--- src/rtl/chunked_adder_if.sv ---
// rtl/chunked_adder_if.sv - request/result bundle between a client and the chunked adder
interface chunked_adder_if #(
    parameter int WIDTH = 16
);
    logic             start;
    logic [WIDTH-1:0] a;
    logic [WIDTH-1:0] b;
    logic             cin;
    logic             sub;
    logic             busy;
    logic             done;
    logic [WIDTH-1:0] sum;
    logic             carry;
    logic             overflow;

    modport master (
        output start, a, b, cin, sub,
        input  busy, done, sum, carry, overflow
    );

    modport slave (
        input  start, a, b, cin, sub,
        output busy, done, sum, carry, overflow
    );
endinterface

--- src/rtl/chunked_adder.sv ---
// rtl/chunked_adder.sv - multi-cycle adder/subtractor, CHUNK bits per clock with a registered carry
module chunked_adder #(
    parameter int WIDTH = 16,
    parameter int CHUNK = 4
) (
    input  logic          clk,
    input  logic          rst,
    chunked_adder_if.slave bus
);
    localparam int NCH = WIDTH / CHUNK;
    localparam int IW  = (NCH > 1) ? $clog2(NCH) : 1;

    localparam logic [1:0] S_IDLE = 2'd0;
    localparam logic [1:0] S_RUN  = 2'd1;
    localparam logic [1:0] S_DONE = 2'd2;

    logic [1:0]       state_q, state_d;
    logic [IW-1:0]    idx_q, idx_d;
    logic [WIDTH-1:0] op_a_q, op_a_d;
    logic [WIDTH-1:0] op_b_q, op_b_d;
    logic             creg_q, creg_d;
    logic [WIDTH-1:0] work_q, work_d;
    logic [WIDTH-1:0] sum_q, sum_d;
    logic             carry_q, carry_d;
    logic             ovf_q, ovf_d;
    logic             busy_q, busy_d;
    logic             done_q, done_d;

    logic [WIDTH-1:0] a_sh, b_sh, work_new;
    logic [CHUNK-1:0] sl_a, sl_b, sl_s;
    logic [CHUNK:0]   sl_res;
    logic             sl_c, msb_cin, last, accept;
    int               sh;

    always_comb begin
        sh       = int'(idx_q) * CHUNK;
        a_sh     = op_a_q >> sh;
        b_sh     = op_b_q >> sh;
        sl_a     = a_sh[CHUNK-1:0];
        sl_b     = b_sh[CHUNK-1:0];
        sl_res   = {1'b0, sl_a} + {1'b0, sl_b} + {{CHUNK{1'b0}}, creg_q};
        sl_s     = sl_res[CHUNK-1:0];
        sl_c     = sl_res[CHUNK];
        // sum bit = a ^ b ^ carry-in, so the carry into the slice MSB falls out of an XOR
        msb_cin  = sl_s[CHUNK-1] ^ sl_a[CHUNK-1] ^ sl_b[CHUNK-1];
        work_new = (work_q & ~(WIDTH'({CHUNK{1'b1}}) << sh)) | (WIDTH'(sl_s) << sh);
        last     = (idx_q == IW'(NCH - 1));
        accept   = bus.start && ((state_q == S_IDLE) || (state_q == S_DONE));
    end

    always_comb begin
        state_d = state_q;
        idx_d   = idx_q;
        op_a_d  = op_a_q;
        op_b_d  = op_b_q;
        creg_d  = creg_q;
        work_d  = work_q;
        sum_d   = sum_q;
        carry_d = carry_q;
        ovf_d   = ovf_q;
        busy_d  = busy_q;
        done_d  = 1'b0;
        case (state_q)
            S_IDLE, S_DONE: begin
                if (accept) begin
                    op_a_d  = bus.a;
                    op_b_d  = bus.sub ? ~bus.b : bus.b;
                    creg_d  = bus.sub ? 1'b1 : bus.cin;
                    idx_d   = '0;
                    work_d  = '0;
                    busy_d  = 1'b1;
                    state_d = S_RUN;
                end else begin
                    state_d = S_IDLE;
                end
            end
            S_RUN: begin
                work_d = work_new;
                creg_d = sl_c;
                if (last) begin
                    sum_d   = work_new;
                    carry_d = sl_c;
                    ovf_d   = msb_cin ^ sl_c;
                    done_d  = 1'b1;
                    busy_d  = 1'b0;
                    state_d = S_DONE;
                end else begin
                    idx_d = idx_q + IW'(1);
                end
            end
            default: state_d = S_IDLE;
        endcase
    end

    always_ff @(posedge clk) begin
        if (rst) begin
            state_q <= S_IDLE;
            idx_q   <= '0;
            op_a_q  <= '0;
            op_b_q  <= '0;
            creg_q  <= 1'b0;
            work_q  <= '0;
            sum_q   <= '0;
            carry_q <= 1'b0;
            ovf_q   <= 1'b0;
            busy_q  <= 1'b0;
            done_q  <= 1'b0;
        end else begin
            state_q <= state_d;
            idx_q   <= idx_d;
            op_a_q  <= op_a_d;
            op_b_q  <= op_b_d;
            creg_q  <= creg_d;
            work_q  <= work_d;
            sum_q   <= sum_d;
            carry_q <= carry_d;
            ovf_q   <= ovf_d;
            busy_q  <= busy_d;
            done_q  <= done_d;
        end
    end

    assign bus.busy     = busy_q;
    assign bus.done     = done_q;
    assign bus.sum      = sum_q;
    assign bus.carry    = carry_q;
    assign bus.overflow = ovf_q;
endmodule

--- src/flat_wrapper.sv ---
// flat-port wrapper written by rule: the top's interface ports become plain ports
module chunked_adder_flat 
#(
    parameter int WIDTH = 16,
    parameter int CHUNK = 4
)
  (clk, rst, bus_start, bus_a, bus_b, bus_cin, bus_sub, bus_busy, bus_done, bus_sum, bus_carry, bus_overflow);
  chunked_adder_if #(.WIDTH(WIDTH)) bus_i ();
  input  logic clk;
  input  logic rst;
  input wire logic [$bits(bus_i.start)-1:0] bus_start;
  input wire logic [$bits(bus_i.a)-1:0] bus_a;
  input wire logic [$bits(bus_i.b)-1:0] bus_b;
  input wire logic [$bits(bus_i.cin)-1:0] bus_cin;
  input wire logic [$bits(bus_i.sub)-1:0] bus_sub;
  output wire logic [$bits(bus_i.busy)-1:0] bus_busy;
  output wire logic [$bits(bus_i.done)-1:0] bus_done;
  output wire logic [$bits(bus_i.sum)-1:0] bus_sum;
  output wire logic [$bits(bus_i.carry)-1:0] bus_carry;
  output wire logic [$bits(bus_i.overflow)-1:0] bus_overflow;
  assign bus_i.start = bus_start;
  assign bus_i.a = bus_a;
  assign bus_i.b = bus_b;
  assign bus_i.cin = bus_cin;
  assign bus_i.sub = bus_sub;
  assign bus_busy = bus_i.busy;
  assign bus_done = bus_i.done;
  assign bus_sum = bus_i.sum;
  assign bus_carry = bus_i.carry;
  assign bus_overflow = bus_i.overflow;
  chunked_adder #(.WIDTH(WIDTH), .CHUNK(CHUNK)) u_core (.clk(clk), .rst(rst), .bus(bus_i));
endmodule
--- config.mk ---
export PLATFORM = sky130hd
export DESIGN_NAME = chunked_adder_flat
export DESIGN_NICKNAME = d
export VERILOG_FILES = /design/src/rtl/chunked_adder_if.sv /design/src/rtl/chunked_adder.sv /design/src/flat_wrapper.sv
export SDC_FILE = /design/constraint.sdc
export NUM_CORES = 1
export LEC_CHECK = 0
export CAP_MARGIN = 15
export CORE_MARGIN = 3
export CORE_UTILIZATION = 40
export DETAILED_ROUTE_END_ITERATION = 8
export PLACE_DENSITY = 0.66
export SLEW_MARGIN = 20
export SYNTH_ARGS = -nofsm -noshare
export SYNTH_HDL_FRONTEND = slang
export SYNTH_SLANG_ARGS = --single-unit
--- constraint.sdc ---
create_clock -name clk -period 3.1 [get_ports clk]
set_input_delay 0.465 -clock clk [delete_from_list [all_inputs] [get_ports clk]]
set_output_delay 0.465 -clock clk [all_outputs]
set_load 0.02 [all_outputs]
[After elaboration in Yosys (flattened, before gate mapping)]
Index checks and enable logic that the tools add are counted.
Cells by class
  div/mod/pow operators: 0
  reductions and logical operators: 11
  multiply operators: 0
  add/subtract/negate cells: 3
  muxes and demuxes: 16
  shift-type cells: 4
  bitwise logic cells: 8
  eq/ne operators: 6
  magnitude comparators: 0
Operators with widths (count)
  two-way mux 16 bit: 2
  inverter 16 bit: 2
  one-hot mux 16 bit (2 select lines): 1
  right shift 16 x 4 -> 4 bit: 2
  bitwise AND 16 bit: 1
  bitwise OR 16 bit: 1
  left shift 4 x 4 -> 16 bit: 1
  left shift 4 x 4 -> 16 bit, first input constant: 1
  one-hot mux 2 bit (2 select lines): 2
  two-way mux 1 bit: 6
  two-way mux 2 bit: 3
  AND reduction 2 bit: 3
  AND reduction 3 bit: 2
  adder 4 x 4 -> 5 bit: 1
  adder 5 x 1 -> 5 bit: 1
  == test 2 bit, second input constant: 2
  inequality test 2 x 1 -> 1 bit, second input constant: 2
  one-hot mux 1 bit (2 select lines): 2
  OR reduction 2 bit: 2
  XOR 1 bit: 3
  adder 2 x 1 -> 2 bit, second input constant: 1
  == test 2 x 1 -> 1 bit, second input constant: 1
  logical NOT 2 bit: 1
  inequality test 2 bit, second input constant: 1
  other kinds (4): 4
Word-level totals
  memories kept: 0
  input port bits: 37
  bits in latches: 0
  bits in read-only memories: 0
  memory bits (writable): 0
  register bits after elaboration: 73
  output and inout port bits: 20

[Logic depth before layout (Yosys ltp)]
  depth in word-level cells: 6
  mapped depth: 9
  depth with buffers taken out: 8

[Worst setup path before layout]
Ideal clock, no wire load.
  path kind: reg-to-reg
  start: reg u_core.idx_q[0]
  end: reg u_core.ovf_q (netlist: u_core.bus.overflow)
  setup time: 0.119 ns
  stages on the path, launching flop included: 10
  arrival time: 2.869 ns
  setup slack: 0.112 ns
  required time: 2.981 ns
  period minus slack after synthesis: 2.988 ns
  path through: dfxtp_1 > buf_2 > mux4_2 > fa_1 > fa_1 > a21o_1 > a21oi_1 > xnor3_1 > xnor2_1 > o21ai_1
On the way
  word-level cells in the longest chain between the ends: 6
  elaborated cells on any way between the ends: 9
Ends and longest elaborated chain
  from (decl): RTL line chunked_adder.sv:18  | logic [IW-1:0] idx_q, idx_d;
  from (signal assigned): RTL line chunked_adder.sv:110  | idx_q <= idx_d;
  right shift 16 x 4 -> 4 bit, on equally long branches: RTL line chunked_adder.sv:37, chunked_adder.sv:38
  adder 4 x 4 -> 5 bit: RTL line chunked_adder.sv:41  | sl_res = {1'b0, sl_a} + {1'b0, sl_b} + {{CHUNK{1'b0}}, creg_q};
  adder 5 x 1 -> 5 bit: RTL line chunked_adder.sv:41
  XOR 1 bit (2 in a row): RTL line chunked_adder.sv:45  | msb_cin = sl_s[CHUNK-1] ^ sl_a[CHUNK-1] ^ sl_b[CHUNK-1];
  XOR 1 bit: RTL line chunked_adder.sv:83  | ovf_d = msb_cin ^ sl_c;
  to (signal assigned): RTL line chunked_adder.sv:117  | ovf_q <= ovf_d;
  to (decl): RTL line chunked_adder.sv:25  | logic ovf_q, ovf_d;
Parallel ways exist; a longest one is shown, timed or not.
A chain may end at the register's enable or synchronous reset.

[Worst setup path in the final report]
Same ends and word-level chain as after synthesis.

==> summary by stage <==
Floorplan
The die covers 8640 µm². The floorplan has 31 rows. The starting density of the core is 41.5%. In this run the vertical extent of the chip is 93.0 µm. The number of top-level pins is 57. The x dimension of the die is 93.0 µm.

The area inside the core boundary is 7290 µm².

Synth
The cell count after synthesis came out at 330. After synthesis the cells add up to 3020 µm². The count of synthesis-stage warnings from yosys is 0. The average cell area after synthesis is 9.16 µm². Counting flops and latches in the post-synthesis netlist gives 69.

The number of distinct standard cells referenced by the synthesized netlist is 33. The number of nets handed over by synthesis was 376. Of the synthesized area, sequential elements account for 45.7%.

Detailed routing
The final routed wirelength across all metal layers is 6500 µm. The first routing iteration left 61 violations. The antenna violation net count after detailed routing is 0. In the final routed layout, each cell accounts on average for 13.4 µm.

In the routed layout, each cell is associated on average with a via count of 4.94. Before antenna repair, the detailed router went through 4 iterations. The number of remaining DRC errors is 0. The number of vias in the routed layout is 2,397.

Placement
The post-place instance area is 3680 µm². Buffers placed on the I/O ports in this run total 56. The congestion estimate from routability-driven global placement came to 0.752. The post-detailed-placement half-perimeter wirelength is 4540 µm.

Worst setup path
STA puts the critical path data required time at 3.32 ns. Of all nets on the critical path, the largest fanout is 4. On the critical path the largest part of the delay comes from adder cells. STA classifies the critical path endpoint as a register. The arrival time of the worst setup path is 3.09 ns. The worst setup path is launched from a register. The buffer and inverter count on the worst path is 0.

The standard cell with the maximum stage delay on the critical path is sky130_fd_sc_hd__mux4_2. The critical path goes through mux4_2 -> fa_1 -> fa_1 -> a21o_1 -> a21oi_1 -> xnor3_1 -> xnor2_1 -> o21ai_1. The most used cell along the critical path is sky130_fd_sc_hd__fa_1. The critical path is of the reg -> reg type. The peak per-stage delay on the critical path is 0.55 ns.

Finish
In the final design database the tool counted 428 nets. The antenna diode count is 0. The most common library cell in the layout ignoring fill and taps is sky130_fd_sc_hd__dfxtp_1. After routing the design area is 3920 µm². The top cell types in the final layout, fill and taps aside, are 69 x sky130_fd_sc_hd__dfxtp_1, 56 x sky130_fd_sc_hd__clkdlybuf4s50_1, 53 x sky130_fd_sc_hd__nand2_1. For this run, the share of the core covered by cells in the final layout is 53.7%. From synthesis to final layout, the design area changed by 29.5%. The fraction of final layout cells with drive strength greater than 1 is 8.81%.

Global routing
The final global-route overflow total is 0. The via count of the first global-routing pass is 2,311. The largest net degree at the start of global routing is 53.

The number of antenna violations at the first check in global routing is 0. The global-route wire length before repair is 10,900 µm. Global routing used 16.2% of the available tracks across all layers.

Pwr
The total chip power is 2.14 mW. In this run the power density over the cells is 547 nW/µm². VDD sags by at most 246 µV. For this design the static power due to leakage is 1.45 nW.

Job
The tool flagged a number of max-cap violations equal to 0.

STA
In the finished design, the share of the clock period the worst path needs comes to 92.4%. Setup repair after global routing left no endpoint under its margin. For the final database, setup skew stands at 0.00848 ns.

For the finished layout, the period the worst path requires is 2.86 ns. The number of hold-slack violations in the final timing report is 0. Across all hold checks on the routed design, the worst slack comes to 0.452 ns. Measured against its own limit, the worst slew margin works out to 43.3%. For the pin with the worst max-slew slack, the measured transition is 0.848 ns.

After routing, the total negative slack on setup checks comes to 0 ns. The number of failing setup endpoints in the final timing report is 0. The number of slew-limit violations in the final report came to 0. For this run, the top clock speed supported by timing is 349 MHz.

CTS
The number of CTS-inserted buffers is 9. TritonCTS built the clock tree. Counting along the longest clock path gives a buffer depth of 2.

After clock tree synthesis, the clock-pin slew on the worst setup and hold paths is 0.07 ns. The total number of clock tree sinks is 69. In this run the clock root is driven by a sky130_fd_sc_hd__clkbuf_8.

The number of setup buffers added after CTS is 0. Once the clock tree was built, the resizer swapped 0 gates to a different size. In this run, post-CTS hold repair placed 0 buffers.

The later-pin clock latency in the skew report is 0.33 ns. In this run the number of H-tree levels came out at 3.

Outcome
The run finished with clean final reports.

Worst hold path
The min-delay analysis places its worst path in the category reg -> reg.
## synth_stat cells
library cell               number  area (µm²)
sky130_fd_sc_hd__a21o_1         2        15.0
sky130_fd_sc_hd__o21a_1         1        7.51
sky130_fd_sc_hd__fa_1           2        40.0
sky130_fd_sc_hd__nand2_1       53         199
sky130_fd_sc_hd__ha_1           7        87.6
sky130_fd_sc_hd__buf_1          2        7.51
sky130_fd_sc_hd__nor3_1         1        5.00
sky130_fd_sc_hd__xnor3_1        1        22.5
sky130_fd_sc_hd__mux4_1         1        26.3
sky130_fd_sc_hd__xnor2_4        1        27.5
sky130_fd_sc_hd__o21ai_0       14        70.1
sky130_fd_sc_hd__a22o_1        11        96.3
sky130_fd_sc_hd__nor2b_1        9        56.3
sky130_fd_sc_hd__or2_2          1        6.26
sky130_fd_sc_hd__a21oi_1       30         150
sky130_fd_sc_hd__nand3b_1       1        7.51
sky130_fd_sc_hd__or3_1          1        6.26
sky130_fd_sc_hd__xor2_1         1        8.76
sky130_fd_sc_hd__a21oi_2        1        8.76
sky130_fd_sc_hd__clkinv_1       1        3.75
sky130_fd_sc_hd__xnor2_1       17         149
sky130_fd_sc_hd__clkbuf_1      14        52.6
sky130_fd_sc_hd__a31oi_1        4        25.0
sky130_fd_sc_hd__mux4_2         7         158
sky130_fd_sc_hd__nor2_1        32         120
sky130_fd_sc_hd__buf_2          6        30.0
sky130_fd_sc_hd__inv_1         10        37.5
sky130_fd_sc_hd__nand2b_1       5        31.3
sky130_fd_sc_hd__a211oi_1      16         120
sky130_fd_sc_hd__dfxtp_1       69        1380
sky130_fd_sc_hd__a22oi_1        7        52.6
sky130_fd_sc_hd__nor3_2         1        10.0
sky130_fd_sc_hd__o21ai_1        1        5.00
## metal layers
layer | GRT usage, % | wire (µm)
met5 | 0 | 0
met3 | 3.49 | 357
met2 | 27.4 | 3100
met4 | 7.33 | 63
met1 | 19.5 | 2970
## sequential cells by signal, indices dropped and copies added (netlist names)
| signal | cells |
|---|---|
| u_core.bus.carry | 1 |
| u_core.bus.overflow | 1 |
| u_core.op_b_q | 16 |
| u_core.bus.done | 1 |
| u_core.work_q | 12 |
| u_core.creg_q | 1 |
| u_core.state_q | 2 |
| u_core.idx_q | 2 |
| u_core.bus.busy | 1 |
| u_core.bus.sum | 16 |
| u_core.op_a_q | 16 |
## worst reg2reg max path: stages, from the launching register on
cell	delay [ns]
sky130_fd_sc_hd__dfxtp_1	0.42
sky130_fd_sc_hd__mux4_2	0.55
sky130_fd_sc_hd__fa_1	0.45
sky130_fd_sc_hd__fa_1	0.43
sky130_fd_sc_hd__a21o_1	0.18
sky130_fd_sc_hd__a21oi_1	0.25
sky130_fd_sc_hd__xnor3_1	0.27
sky130_fd_sc_hd__xnor2_1	0.14
sky130_fd_sc_hd__o21ai_1	0.07
## cell families (layout without fill, tap and decap cells)
family                     Yosys count  count (layout)  share of synthesized area [%]
xor gates and xnor gates            20              20                           6.87
muxes                                8               8                           6.08
AOI/OAI and AO/OA                   87              87                           18.2
buffers and inverters               33              89                           4.34
DFF                                 69              69                           45.7
and+or+nand+nor                    104             104                           14.6
adders and majority gates            9               9                           4.22
## report_power, final
group          total (mW)  leakage [nW]  switching [mW]  internal [mW]
Sequential          0.949         0.563          0.0218          0.928
Clock               0.862         0.119           0.331          0.531
Combinational       0.331         0.770           0.174          0.158
Total                2.14          1.45           0.527           1.62
## worst paths after layout
| check | from | end | slack, ns | cells after the start |
|---|---|---|---|---|
| setup reg to reg | u_core.idx_q[0] | u_core.bus.overflow | 0.24 | 8 |
| hold reg to reg | u_core.bus.sum[3] | u_core.bus.sum[3] | 0.45 | 2 |
| setup / recovery | u_core.idx_q[0] | u_core.bus.overflow | 0.24 | 8 |
| hold / removal | u_core.bus.sum[3] | u_core.bus.sum[3] | 0.45 | 2 |
## area by class of cell
| cell class | instances | area [µm²] |
|---|---|---|
| fill | 711 | 3380 |
| multi-input combinational | 228 | 1520 |
| inverter | 11 | 41.3 |
| sequential | 69 | 1380 |
| tap | 99 | 124 |
| timing repair buffer | 63 | 613 |
| clock buffer | 9 | 124 |
| clock inverter | 6 | 113 |
## per-stage QoR
| step | setup slack [ns] | cells |
|---|---|---|
| after floorplan | 0.112 | 330 |
| after global placement | 0.333 | 470 |
| after detailed placement | 0.240 | 470 |
| after CTS | 0.217 | 485 |
| after global routing | 0.0321 | 485 |
| final | 0.237 | 485 |
Power figures use the tool's default switching activity.
